`src/rtl/banco_wr_sched_pkg.sv`:
```
// Shared widths and FSM encoding for the Banco write-port scheduler.
package banco_wr_sched_pkg;

  localparam int AW    = 4;
  localparam int DW    = 32;
  localparam int NREGS = 16;
  // Clear sequence writes two registers per cycle.
  localparam int NCLR  = NREGS / 2;

  typedef enum logic {
    ST_INIT = 1'b0,
    ST_RUN  = 1'b1
  } state_e;

endpackage

```
`src/rtl/banco_wr_sched_rr_pick2.sv`:
```
// Two-winner round-robin picker: first active requester from ptr wins C, next one with a different dir wins V.
// Purely combinational; en_i low blocks all grants.
module banco_wr_sched_rr_pick2 #(
  parameter int NREQ = 4,
  parameter int AW   = 4,
  parameter int IW   = $clog2(NREQ)
) (
  input  logic [NREQ-1:0]    req_i,
  input  logic [NREQ*AW-1:0] dir_i,
  input  logic [IW-1:0]      ptr_i,
  input  logic               en_i,
  output logic               c_vld_o,
  output logic [IW-1:0]      c_idx_o,
  output logic               v_vld_o,
  output logic [IW-1:0]      v_idx_o,
  output logic [NREQ-1:0]    gnt_o
);

  logic [IW:0]   sum;
  logic [IW-1:0] idx;

  always_comb begin
    c_vld_o = 1'b0;
    c_idx_o = '0;
    v_vld_o = 1'b0;
    v_idx_o = '0;
    gnt_o   = '0;
    sum     = '0;
    idx     = '0;
    for (int off = 0; off < NREQ; off++) begin
      sum = {1'b0, ptr_i} + (IW+1)'(off);
      idx = (sum >= (IW+1)'(NREQ)) ? IW'(sum - (IW+1)'(NREQ)) : sum[IW-1:0];
      if (en_i && req_i[idx]) begin
        if (!c_vld_o) begin
          c_vld_o = 1'b1;
          c_idx_o = idx;
        end else if (!v_vld_o && (dir_i[idx*AW +: AW] != dir_i[c_idx_o*AW +: AW])) begin
          // A same-address loser keeps scanning so a later requester can still take V.
          v_vld_o = 1'b1;
          v_idx_o = idx;
        end
      end
    end
    if (c_vld_o) gnt_o[c_idx_o] = 1'b1;
    if (v_vld_o) gnt_o[v_idx_o] = 1'b1;
  end

endmodule

```
`src/rtl/banco_wr_sched.sv`:
```
// Banco write-port scheduler: clears all registers after reset, then grants up to two writers per cycle onto ports C/V.
// Grants are same-cycle, commits appear one cycle later; stall blocks grants and drops write enables.
module banco_wr_sched
  import banco_wr_sched_pkg::*;
#(
  parameter int NREQ = 4,
  parameter int DW   = banco_wr_sched_pkg::DW,
  parameter int AW   = banco_wr_sched_pkg::AW
) (
  input  logic               clk,
  input  logic               rst,
  input  logic [NREQ-1:0]    req,
  input  logic [NREQ*AW-1:0] req_dir,
  input  logic [NREQ*DW-1:0] req_din,
  output logic [NREQ-1:0]    gnt,
  input  logic               stall,
  output logic               we_c,
  output logic [AW-1:0]      dir_c,
  output logic [DW-1:0]      din_c,
  output logic               we_v,
  output logic [AW-1:0]      dir_v,
  output logic [DW-1:0]      din_v,
  input  logic [AW-1:0]      rd_dir_a,
  input  logic [AW-1:0]      rd_dir_b,
  output logic               fwd_a_hit,
  output logic [DW-1:0]      fwd_a_data,
  output logic               fwd_b_hit,
  output logic [DW-1:0]      fwd_b_data,
  output logic [NREGS-1:0]   busy_mask,
  output logic               init_done
);

  localparam int IW = $clog2(NREQ);
  localparam int CW = $clog2(NCLR);

  state_e          state_q;
  logic [CW-1:0]   clr_q;
  logic [IW-1:0]   rr_q, rr_d, last_idx;
  logic            we_c_q, we_v_q, init_done_q;
  logic [AW-1:0]   dir_c_q, dir_v_q;
  logic [DW-1:0]   din_c_q, din_v_q;
  logic            c_vld, v_vld, pick_en;
  logic [IW-1:0]   c_idx, v_idx;

  assign pick_en = (state_q == ST_RUN) && !stall;

  banco_wr_sched_rr_pick2 #(.NREQ(NREQ), .AW(AW), .IW(IW)) u_pick (
    .req_i   (req),
    .dir_i   (req_dir),
    .ptr_i   (rr_q),
    .en_i    (pick_en),
    .c_vld_o (c_vld),
    .c_idx_o (c_idx),
    .v_vld_o (v_vld),
    .v_idx_o (v_idx),
    .gnt_o   (gnt)
  );

  assign last_idx = v_vld ? v_idx : c_idx;
  assign rr_d     = (last_idx == IW'(NREQ-1)) ? '0 : last_idx + 1'b1;

  always_ff @(posedge clk) begin
    if (rst) begin
      state_q     <= ST_INIT;
      clr_q       <= '0;
      rr_q        <= '0;
      we_c_q      <= 1'b0;
      we_v_q      <= 1'b0;
      dir_c_q     <= '0;
      dir_v_q     <= '0;
      din_c_q     <= '0;
      din_v_q     <= '0;
      init_done_q <= 1'b0;
    end else begin
      case (state_q)
        ST_INIT: begin
          we_c_q  <= 1'b1;
          dir_c_q <= AW'(2*clr_q);
          din_c_q <= '0;
          we_v_q  <= 1'b1;
          dir_v_q <= AW'(2*clr_q + 1);
          din_v_q <= '0;
          clr_q   <= clr_q + 1'b1;
          if (clr_q == CW'(NCLR-1)) begin
            state_q     <= ST_RUN;
            init_done_q <= 1'b1;
          end
        end
        default: begin
          if (stall) begin
            // Commit data holds, but the write must not be replayed.
            we_c_q <= 1'b0;
            we_v_q <= 1'b0;
          end else begin
            we_c_q <= c_vld;
            we_v_q <= v_vld;
            if (c_vld) begin
              dir_c_q <= req_dir[c_idx*AW +: AW];
              din_c_q <= req_din[c_idx*DW +: DW];
              rr_q    <= rr_d;
            end
            if (v_vld) begin
              dir_v_q <= req_dir[v_idx*AW +: AW];
              din_v_q <= req_din[v_idx*DW +: DW];
            end
          end
        end
      endcase
    end
  end

  assign we_c      = we_c_q;
  assign dir_c     = dir_c_q;
  assign din_c     = din_c_q;
  assign we_v      = we_v_q;
  assign dir_v     = dir_v_q;
  assign din_v     = din_v_q;
  assign init_done = init_done_q;

  always_comb begin
    busy_mask = '0;
    if (we_c_q) busy_mask[dir_c_q] = 1'b1;
    if (we_v_q) busy_mask[dir_v_q] = 1'b1;
  end

  // C and V never target the same register, so at most one port matches.
  always_comb begin
    fwd_a_hit  = 1'b0;
    fwd_a_data = '0;
    fwd_b_hit  = 1'b0;
    fwd_b_data = '0;
    if (init_done_q) begin
      if (we_c_q && dir_c_q == rd_dir_a) begin
        fwd_a_hit  = 1'b1;
        fwd_a_data = din_c_q;
      end else if (we_v_q && dir_v_q == rd_dir_a) begin
        fwd_a_hit  = 1'b1;
        fwd_a_data = din_v_q;
      end
      if (we_c_q && dir_c_q == rd_dir_b) begin
        fwd_b_hit  = 1'b1;
        fwd_b_data = din_c_q;
      end else if (we_v_q && dir_v_q == rd_dir_b) begin
        fwd_b_hit  = 1'b1;
        fwd_b_data = din_v_q;
      end
    end
  end

endmodule

```
`config.mk`:
```
export PLATFORM = sky130hd
export DESIGN_NAME = banco_wr_sched
export DESIGN_NICKNAME = d
export VERILOG_FILES = /design/src/rtl/banco_wr_sched_pkg.sv /design/src/rtl/banco_wr_sched_rr_pick2.sv /design/src/rtl/banco_wr_sched.sv
export SDC_FILE = /design/constraint.sdc
export NUM_CORES = 1
export LEC_CHECK = 0
export ABC_AREA = 1
export CAP_MARGIN = 25
export CORE_AREA = 2 2 148 150
export DETAILED_ROUTE_END_ITERATION = 10
export DIE_AREA = 0 0 150 152
export GPL_ROUTABILITY_DRIVEN = 1
export PLACE_DENSITY_LB_ADDON = 0.08
export SYNTH_ARGS = -nofsm -noshare
export SYNTH_HDL_FRONTEND = slang
export SYNTH_HIERARCHICAL = 1
export SYNTH_SLANG_ARGS = --single-unit
```
`constraint.sdc`:
```
create_clock -name clk -period 3.5 [get_ports clk]
set_input_delay 0.35 -clock clk [delete_from_list [all_inputs] [get_ports clk]]
set_output_delay 0.35 -clock clk [all_outputs]
set_load 0.01 [all_outputs]
```
== Word level (Yosys, flattened, before mapping) ==
Index checks and enable logic that the tools add are counted.

* $add $sub $neg: 10
* Order comparisons: 16
* Equality and inequality tests: 12
* Shifts and indexed selects: 10
* Multiplexer cells: 79
* Bitwise logic cells: 4
* Reduce and logical (&&, ||, !) cells: 25

{| class="wikitable"
|+ Operator list
! kind !! count
|-
| indexed part select 128 x 8 -> 32 bit || 2
|-
| 2-to-1 mux 32 bit || 6
|-
| indexed part select 16 x 5 -> 4 bit || 8
|-
| 2-to-1 mux 2 bit || 22
|-
| 2-to-1 mux 1 bit || 33
|-
| 2-to-1 mux 16 bit || 2
|-
| 2-to-1 mux 4 bit || 8
|-
| < comparator 2 x 3 -> 1 bit (second input constant) || 6
|-
| == test 4 bit || 4
|-
| bitwise OR 16 bit || 1
|-
| logical AND 1 bit || 15
|-
| != test 4 bit || 3
|-
| < comparator 4 x 5 -> 1 bit (second input constant) || 2
|-
| AND reduction 2 bit || 5
|-
| >= comparator 3 bit (second input constant) || 3
|-
| binary-select mux 1 bit (select 2 bit) || 4
|-
| demux 1 bit (select 4 bit) || 2
|-
| >= comparator 4 x 1 -> 1 bit (second input constant) || 2
|-
| subtractor 2 x 1 -> 2 bit (second input constant) || 4
|-
| adder 2 x 2 -> 3 bit (second input constant) || 2
|-
| adder 4 x 1 -> 4 bit (second input constant) || 1
|-
| demux 1 bit (select 2 bit) || 2
|-
| >= comparator 2 x 1 -> 1 bit (second input constant) || 2
|-
| != test 2 x 1 -> 1 bit (second input constant) || 2
|-
| 12 further kinds || 15
|}

* Bits in registers: 81
* Input bits: 159
* Output and inout bits: 161
* Logic and storage cells: 167

== Longest topological paths before layout ==
* Word-level depth: 27
* Gate-level depth with buffers: 31
* Mapped depth without buffers: 27

== By module ==
Netlist, hierarchy kept.

{| class="wikitable"
|+ By module, submodules not included
! module !! instances !! cells each !! area each (um2)
|-
| banco_wr_sched || 1 || 1288 || 7001.7
|-
| banco_wr_sched_rr_pick2 || 1 || 336 || 1719.1
|}

== Worst setup path after synthesis ==
No wires, ideal clock.

* Kind: register -> register
* From: register state_q
* To: register rr_q[1]
* Library setup time: 122 ps
* Arrival time: 3717 ps
* Data required time: 3378 ps
* Path slack: -339 ps
* Cell stages (with the launch flop): 25
* Path buffers: 5
* Cells stage by stage: dfxtp_1 inv_1 clkbuf_1 nor2_1 buf_2 nand3_4 inv_4 ha_1 clkbuf_1 o21ai_0 o21ai_1 xor2_1 nor2_1 nand2_1 nand3_2 a21boi_1 nand3_1 nand2_2 clkbuf_1 clkbuf_1 nand2_1 o21ai_0 ha_1 nand2_1 a21oi_1

* Longest elaborated chain between the ends: 21

{| class="wikitable"
|+ RTL lines
! what !! RTL line !! source
|-
| start: declaration || banco_wr_sched.sv:36 || <nowiki>state_e state_q;</nowiki>
|-
| start signal: assignment || banco_wr_sched.sv:64 || <nowiki>state_q <= ST_INIT;</nowiki>
|-
| start signal: assignment || banco_wr_sched.sv:85 || <nowiki>state_q <= ST_RUN;</nowiki>
|-
| logical AND 1 bit (*) || banco_wr_sched.sv:45 || <nowiki>assign pick_en = (state_q == ST_RUN) && !stall;</nowiki>
|-
| net pick_en || banco_wr_sched.sv:42 || <nowiki>logic c_vld, v_vld, pick_en;</nowiki>
|-
| logical AND 1 bit || banco_wr_sched_rr_pick2.sv:33 || <nowiki>if (en_i && req_i[idx]) begin</nowiki>
|-
| 2-to-1 mux 2 bit || banco_wr_sched_rr_pick2.sv:33 ||
|-
| indexed part select 16 x 5 -> 4 bit || banco_wr_sched_rr_pick2.sv:37 || <nowiki>end else if (!v_vld_o && (dir_i[idx*AW +: AW] != dir_i[c_idx_o*AW +: AW])) begin</nowiki>
|-
| != test 4 bit || banco_wr_sched_rr_pick2.sv:37 ||
|-
| 2-to-1 mux 1 bit || banco_wr_sched_rr_pick2.sv:37 ||
|-
| 2-to-1 mux 1 bit || banco_wr_sched_rr_pick2.sv:34 || <nowiki>if (!c_vld_o) begin</nowiki>
|-
| [8 not listed] || -- ||
|-
| 2-to-1 mux 2 bit || banco_wr_sched_rr_pick2.sv:37 ||
|-
| 2-to-1 mux 2 bit || banco_wr_sched_rr_pick2.sv:34 ||
|-
| 2-to-1 mux 2 bit (*) || banco_wr_sched_rr_pick2.sv:33 ||
|-
| net v_idx[1] || banco_wr_sched.sv:43 || <nowiki>logic [IW-1:0] c_idx, v_idx;</nowiki>
|-
| 2-to-1 mux 2 bit (*) || banco_wr_sched.sv:59 || <nowiki>assign last_idx = v_vld ? v_idx : c_idx;</nowiki>
|-
| adder 2 x 1 -> 2 bit / == test 2 bit (equally long branches) || banco_wr_sched.sv:60 || <nowiki>assign rr_d = (last_idx == IW'(NREQ-1)) ? '0 : last_idx + 1'b1;</nowiki>
|-
| 2-to-1 mux 2 bit (*) || banco_wr_sched.sv:60 ||
|-
| net rr_d[1] || banco_wr_sched.sv:38 || <nowiki>logic [IW-1:0] rr_q, rr_d, last_idx;</nowiki>
|-
| end signal: assignment || banco_wr_sched.sv:100 || <nowiki>rr_q <= rr_d;</nowiki>
|-
| end: declaration || banco_wr_sched.sv:38 ||
|}

The timed path passes the listed nets; every way through them passes the cells marked *.
A chain may end at the register's enable or synchronous reset.

== Final worst setup path ==
* From: input req[3]
* To: register din_v_q[12] (netlist: din_v[12])

* Longest elaborated chain between the ends: 20

{| class="wikitable"
|+ RTL lines
! what !! RTL line !! source
|-
| start: declaration || banco_wr_sched.sv:12 || <nowiki>input logic [NREQ-1:0] req,</nowiki>
|-
| binary-select mux 1 bit (select 2 bit) || banco_wr_sched_rr_pick2.sv:33 ||
|-
| 2-to-1 mux 1 bit (implied by the code) || banco_wr_sched_rr_pick2.sv:33 ||
|-
| logical AND 1 bit || banco_wr_sched_rr_pick2.sv:33 ||
|-
| 2-to-1 mux 2 bit || banco_wr_sched_rr_pick2.sv:33 ||
|-
| indexed part select 16 x 5 -> 4 bit || banco_wr_sched_rr_pick2.sv:37 ||
|-
| != test 4 bit || banco_wr_sched_rr_pick2.sv:37 ||
|-
| 2-to-1 mux 1 bit || banco_wr_sched_rr_pick2.sv:37 ||
|-
| 2-to-1 mux 1 bit || banco_wr_sched_rr_pick2.sv:34 ||
|-
| [5 not listed] || -- ||
|-
| 2-to-1 mux 1 bit || banco_wr_sched_rr_pick2.sv:33 ||
|-
| zero test 1 bit || banco_wr_sched_rr_pick2.sv:37 ||
|-
| logical AND 1 bit || banco_wr_sched_rr_pick2.sv:37 ||
|-
| 2-to-1 mux 2 bit || banco_wr_sched_rr_pick2.sv:37 ||
|-
| 2-to-1 mux 2 bit || banco_wr_sched_rr_pick2.sv:34 ||
|-
| 2-to-1 mux 2 bit (*) || banco_wr_sched_rr_pick2.sv:33 ||
|-
| net v_idx[0] || banco_wr_sched.sv:43 ||
|-
| indexed part select 128 x 8 -> 32 bit (*) || banco_wr_sched.sv:104 || <nowiki>din_v_q <= req_din[v_idx*DW +: DW];</nowiki>
|-
| end signal: assignment || banco_wr_sched.sv:104 ||
|-
| end: declaration || banco_wr_sched.sv:41 || <nowiki>logic [DW-1:0] din_c_q, din_v_q;</nowiki>
|}

The timed path passes the listed nets; every way through them passes the cells marked *. The select of a mux whose other input is x is not followed.

==> out/metrics.cfg <==
[status]
outcome = completed

[floorplanning]
core_area_um2 = 21400
start_util = 0.408
fp.dieArea_um2 = 22800
placementRows = 54
die_h_um = 152
die-width_um = 150
ios = 320

[drt]
routed-via-count = 12000
route.detailed.vias_per_inst = 5.37
postRouteAntennaNets = 0
drt_pass1_iterations = 5
route.detailed.wl_per_inst_um = 17.8
route.final.wire_length_um = 39800
detailedRoute.firstIterationViolations = 935
drc = 0

[clock_network]
cts-htree-levels = 3
clk_pin_slew_ns = 0.06
tritoncts_clock_tree = yes
clock_sinks = 81
cts-hold-fix-buffers = 0
cts_max_path_buffers = 2
clock_insertion_delay_worst_skew_ns = 0.36
clockRootBuffer = clkbuf_16
cts_buffers = 9

[place]
placedCellCount = 2209
port_buffers = 319
detailed_place_hpwl_um = 28200
placement.cell_area_um2 = 12700
gpl.final_weighted_congestion = 0.962

[critical_path]
critPathCaptureType = register
worst_r2r_endpoint = din_v[12]$_SDFFE_PP0P_
start_kind = input port
crit-reg2reg-launch = rr_q[0]$_SDFFE_PP0P_
path_class = input port to register
arr_time_crit_path_ns = 3.68
crit_required_ns = 3.74
crit_fanout = 9
worst-r2r-cell-count = 25
rrSetupSlack_ns = 0.10
setup.worst_path.start = req[3]
cp-endpoint = din_v[12]$_SDFFE_PP0P_

[sta]
maxSlewViolCount = 0
timing.fmax_mhz = 290
timing_hold_violations_final = 0
timing_worst_slew_pin_value_ns = 0.513
clock-skew-final_ns = 0.0175
grt_setup_unrepaired = true
setup_tns_ns = 0
slew_margin_rel = 0.658
fin_worst_hold_slack_ns = 0.493
post-route-min-period_ns = 3.44
final_min_period_over_clock_period = 0.984
report.final.setup_viol = 0

[final_layout]
layout.cells.non_filler = 2240
fillCellCount = 2081
synthToLayoutAreaGrowth_pct = 56.6
finalInstanceArea_um2 = 13700
num-nets-final = 2119
layout-drive-gt1-share = 0.115

[logic_synthesis]
syn-instance-count = 1624
ys_warn_count = 6
main_synth_ff_type = dfxtp_1
syn_nets = 1789
synth_cell_types = 39
synth_top_area_share = 0.186
synthArstFlopShare = 0
synth_top_cells_by_area = dfxtp_1, o21ai_0, nand2_1
synth-seq-area-share = 0.186
synth_top_area_cell = dfxtp_1
syn_area_um2 = 8720
synth.ff_latch_count = 81
post_synth.cell_area_avg_um2 = 5.37
synth_edf_count = 0

[power]
power.static_leakage_nw = 5.98
power.switching_fraction = 0.289
share_seq_of_total_power = 0.363
power_density_nw_per_um2 = 192
cell_internal_pwr_w = 0.00186
vdd_ir_drop_max_mv = 0.254
switching_power_w = 0.000756
comb_power_share = 0.224
power.clock.fraction = 0.413

[global_routing]
first_global_vias = 10600
gr-usage-all-layers = 0.318
grt_antenna_before_repair = 2
grt_first_pass_wirelength_um = 57700
grt_overflow_total = 0
grt_start_max_net_pins = 59

[run]
timing.max_cap.violations = 0

[worst_hold_path]
hold_path.class = register to register

-- power groups by stage --
| stage | combinational, W | sequential [W] | clock (W) |
|---|---|---|---|
| finish | 0.000586 | 0.000951 | 0.00108 |
| global route | 0.000633 | 0.000952 | 0.00113 |
| CTS | 0.000561 | 0.000950 | 0.00109 |
| detailed placement | 0.000557 | 0.000971 | 0 |
| global placement | 0.000557 | 0.000972 | 0 |
| floorplan | 0.000232 | 0.000964 | 0 |
-- final cells by class --
cell class | instances | area [um2] | share of cell area
repair buffers | 422 | 4400 | 0.323
inverters | 247 | 942 | 0.0690
clock buffers | 11 | 243 | 0.0178
well taps | 280 | 350 | 0.0257
multi-input cells | 1193 | 6000 | 0.440
diodes | 1 | 2.50 | 0.000183
clock inverters | 5 | 86.3 | 0.00632
flip-flops and latches | 81 | 1620 | 0.119
-- through the flow --
step / util / worst slack [ns] / total power, W
floorplan: - / 0.0287 / 0.00120
global placement: 0.597 / -0.381 / 0.00153
detailed placement: 0.597 / -0.397 / 0.00153
CTS: 0.614 / 0.00179 / 0.00260
global route: 0.639 / -0.111 / 0.00272
finish: 0.640 / 0.0554 / 0.00262
-- how the worst min path moves through the flow --
stage               cells past startpoint  slack [ns]                   from               endpoint
global placement                        1        0.48  clr_q[0]$_SDFFE_PP0N_  clr_q[0]$_SDFFE_PP0N_
floorplan                               1        0.45  clr_q[0]$_SDFFE_PP0N_  clr_q[0]$_SDFFE_PP0N_
CTS                                     1        0.49  clr_q[0]$_SDFFE_PP0N_  clr_q[0]$_SDFFE_PP0N_
detailed placement                      1        0.48  clr_q[0]$_SDFFE_PP0N_  clr_q[0]$_SDFFE_PP0N_
finish                                  1        0.49  clr_q[0]$_SDFFE_PP0N_  clr_q[0]$_SDFFE_PP0N_
global route                            1        0.54  clr_q[0]$_SDFFE_PP0N_  clr_q[0]$_SDFFE_PP0N_
-- layout by cell type (no fill, tap or decap), types with 12 or more instances in the layout --
cell	n
nand2_1	318
clkdlybuf4s50_1	312
inv_1	236
o21ai_0	227
nor2_1	157
a21oi_1	146
nand3_1	125
o21ai_1	95
dfxtp_1	79
buf_4	66
nand2_2	23
buf_12	20
clkbuf_16	16
nand2_4	15
nand3_2	12
-- critical path, stage by stage --
cell and delay [ns]:
clkdlybuf4s50_1 0.52, nand2_1 0.10, nand3_2 0.10, nand3_4 0.09
inv_6 0.07, buf_4 0.15, ha_4 0.21, inv_1 0.06
nand3_2 0.09, nand3_2 0.09, nand3_1 0.09, nand3b_1 0.11
nand2_1 0.05, nor2_1 0.12, nand2_2 0.08, nand2_4 0.11
nand2_4 0.06, nand2_4 0.10, nand3_4 0.09, nand2_4 0.10
buf_8 0.14, clkbuf_16 0.16, clkbuf_16 0.16, a21oi_1 0.06
o21ai_1 0.08, o21ai_1 0.11, o21ai_1 0.18, inv_1 0.06
-- flip-flops by register name, summed over array words and instances (netlist names), 2 cells and up --
signal	count
din_c	32
din_v	32
dir_c	4
dir_v	4
clr_q	3
rr_q	2
-- cells in the mapped netlist (5+ instances only) --
cell,count
a21oi_1,151
buf_1,14
buf_2,28
buf_6,8
clkbuf_1,52
dfxtp_1,81
ha_1,6
inv_1,237
inv_2,6
nand2_1,336
nand2_2,14
nand2_4,6
nand3_1,135
nand3_2,5
nor2_1,162
nor2_4,5
o211ai_1,8
o21ai_0,305
o21ai_1,22
-- logic make-up (layout without fill, tap and decap cells) --
| kind of cell | after synthesis | after routing | synth area share |
|---|---|---|---|
| simple gates | 679 | 680 | 0.340 |
| compound gates | 499 | 499 | 0.294 |
| buf+inv | 351 | 685 | 0.164 |
| flops | 81 | 81 | 0.186 |
| xor+xnor | 8 | 8 | 0.00803 |
| fa+ha+maj | 6 | 6 | 0.00861 |
| other cells | 0 | 1 | 0 |
-- layer usage --
layer | wire length, um | GRT usage
met1 | 16100 | 0.405
met5 | 11 | 0
met2 | 18500 | 0.530
met4 | 1720 | 0.133
met3 | 3370 | 0.0520
-- timing repair --
| item | in CTS | in global routing |
|---|---|---|
| setup endpoints to repair | 5 | 42 |
| pin swaps | 5 | 34 |
| gates resized for setup | 17 | 158 |
| hold endpoints to repair | 0 | 0 |
| gates cloned | 0 | 9 |
| buffers inserted | 1 | 4 |
(Power assumes the default switching activity.)
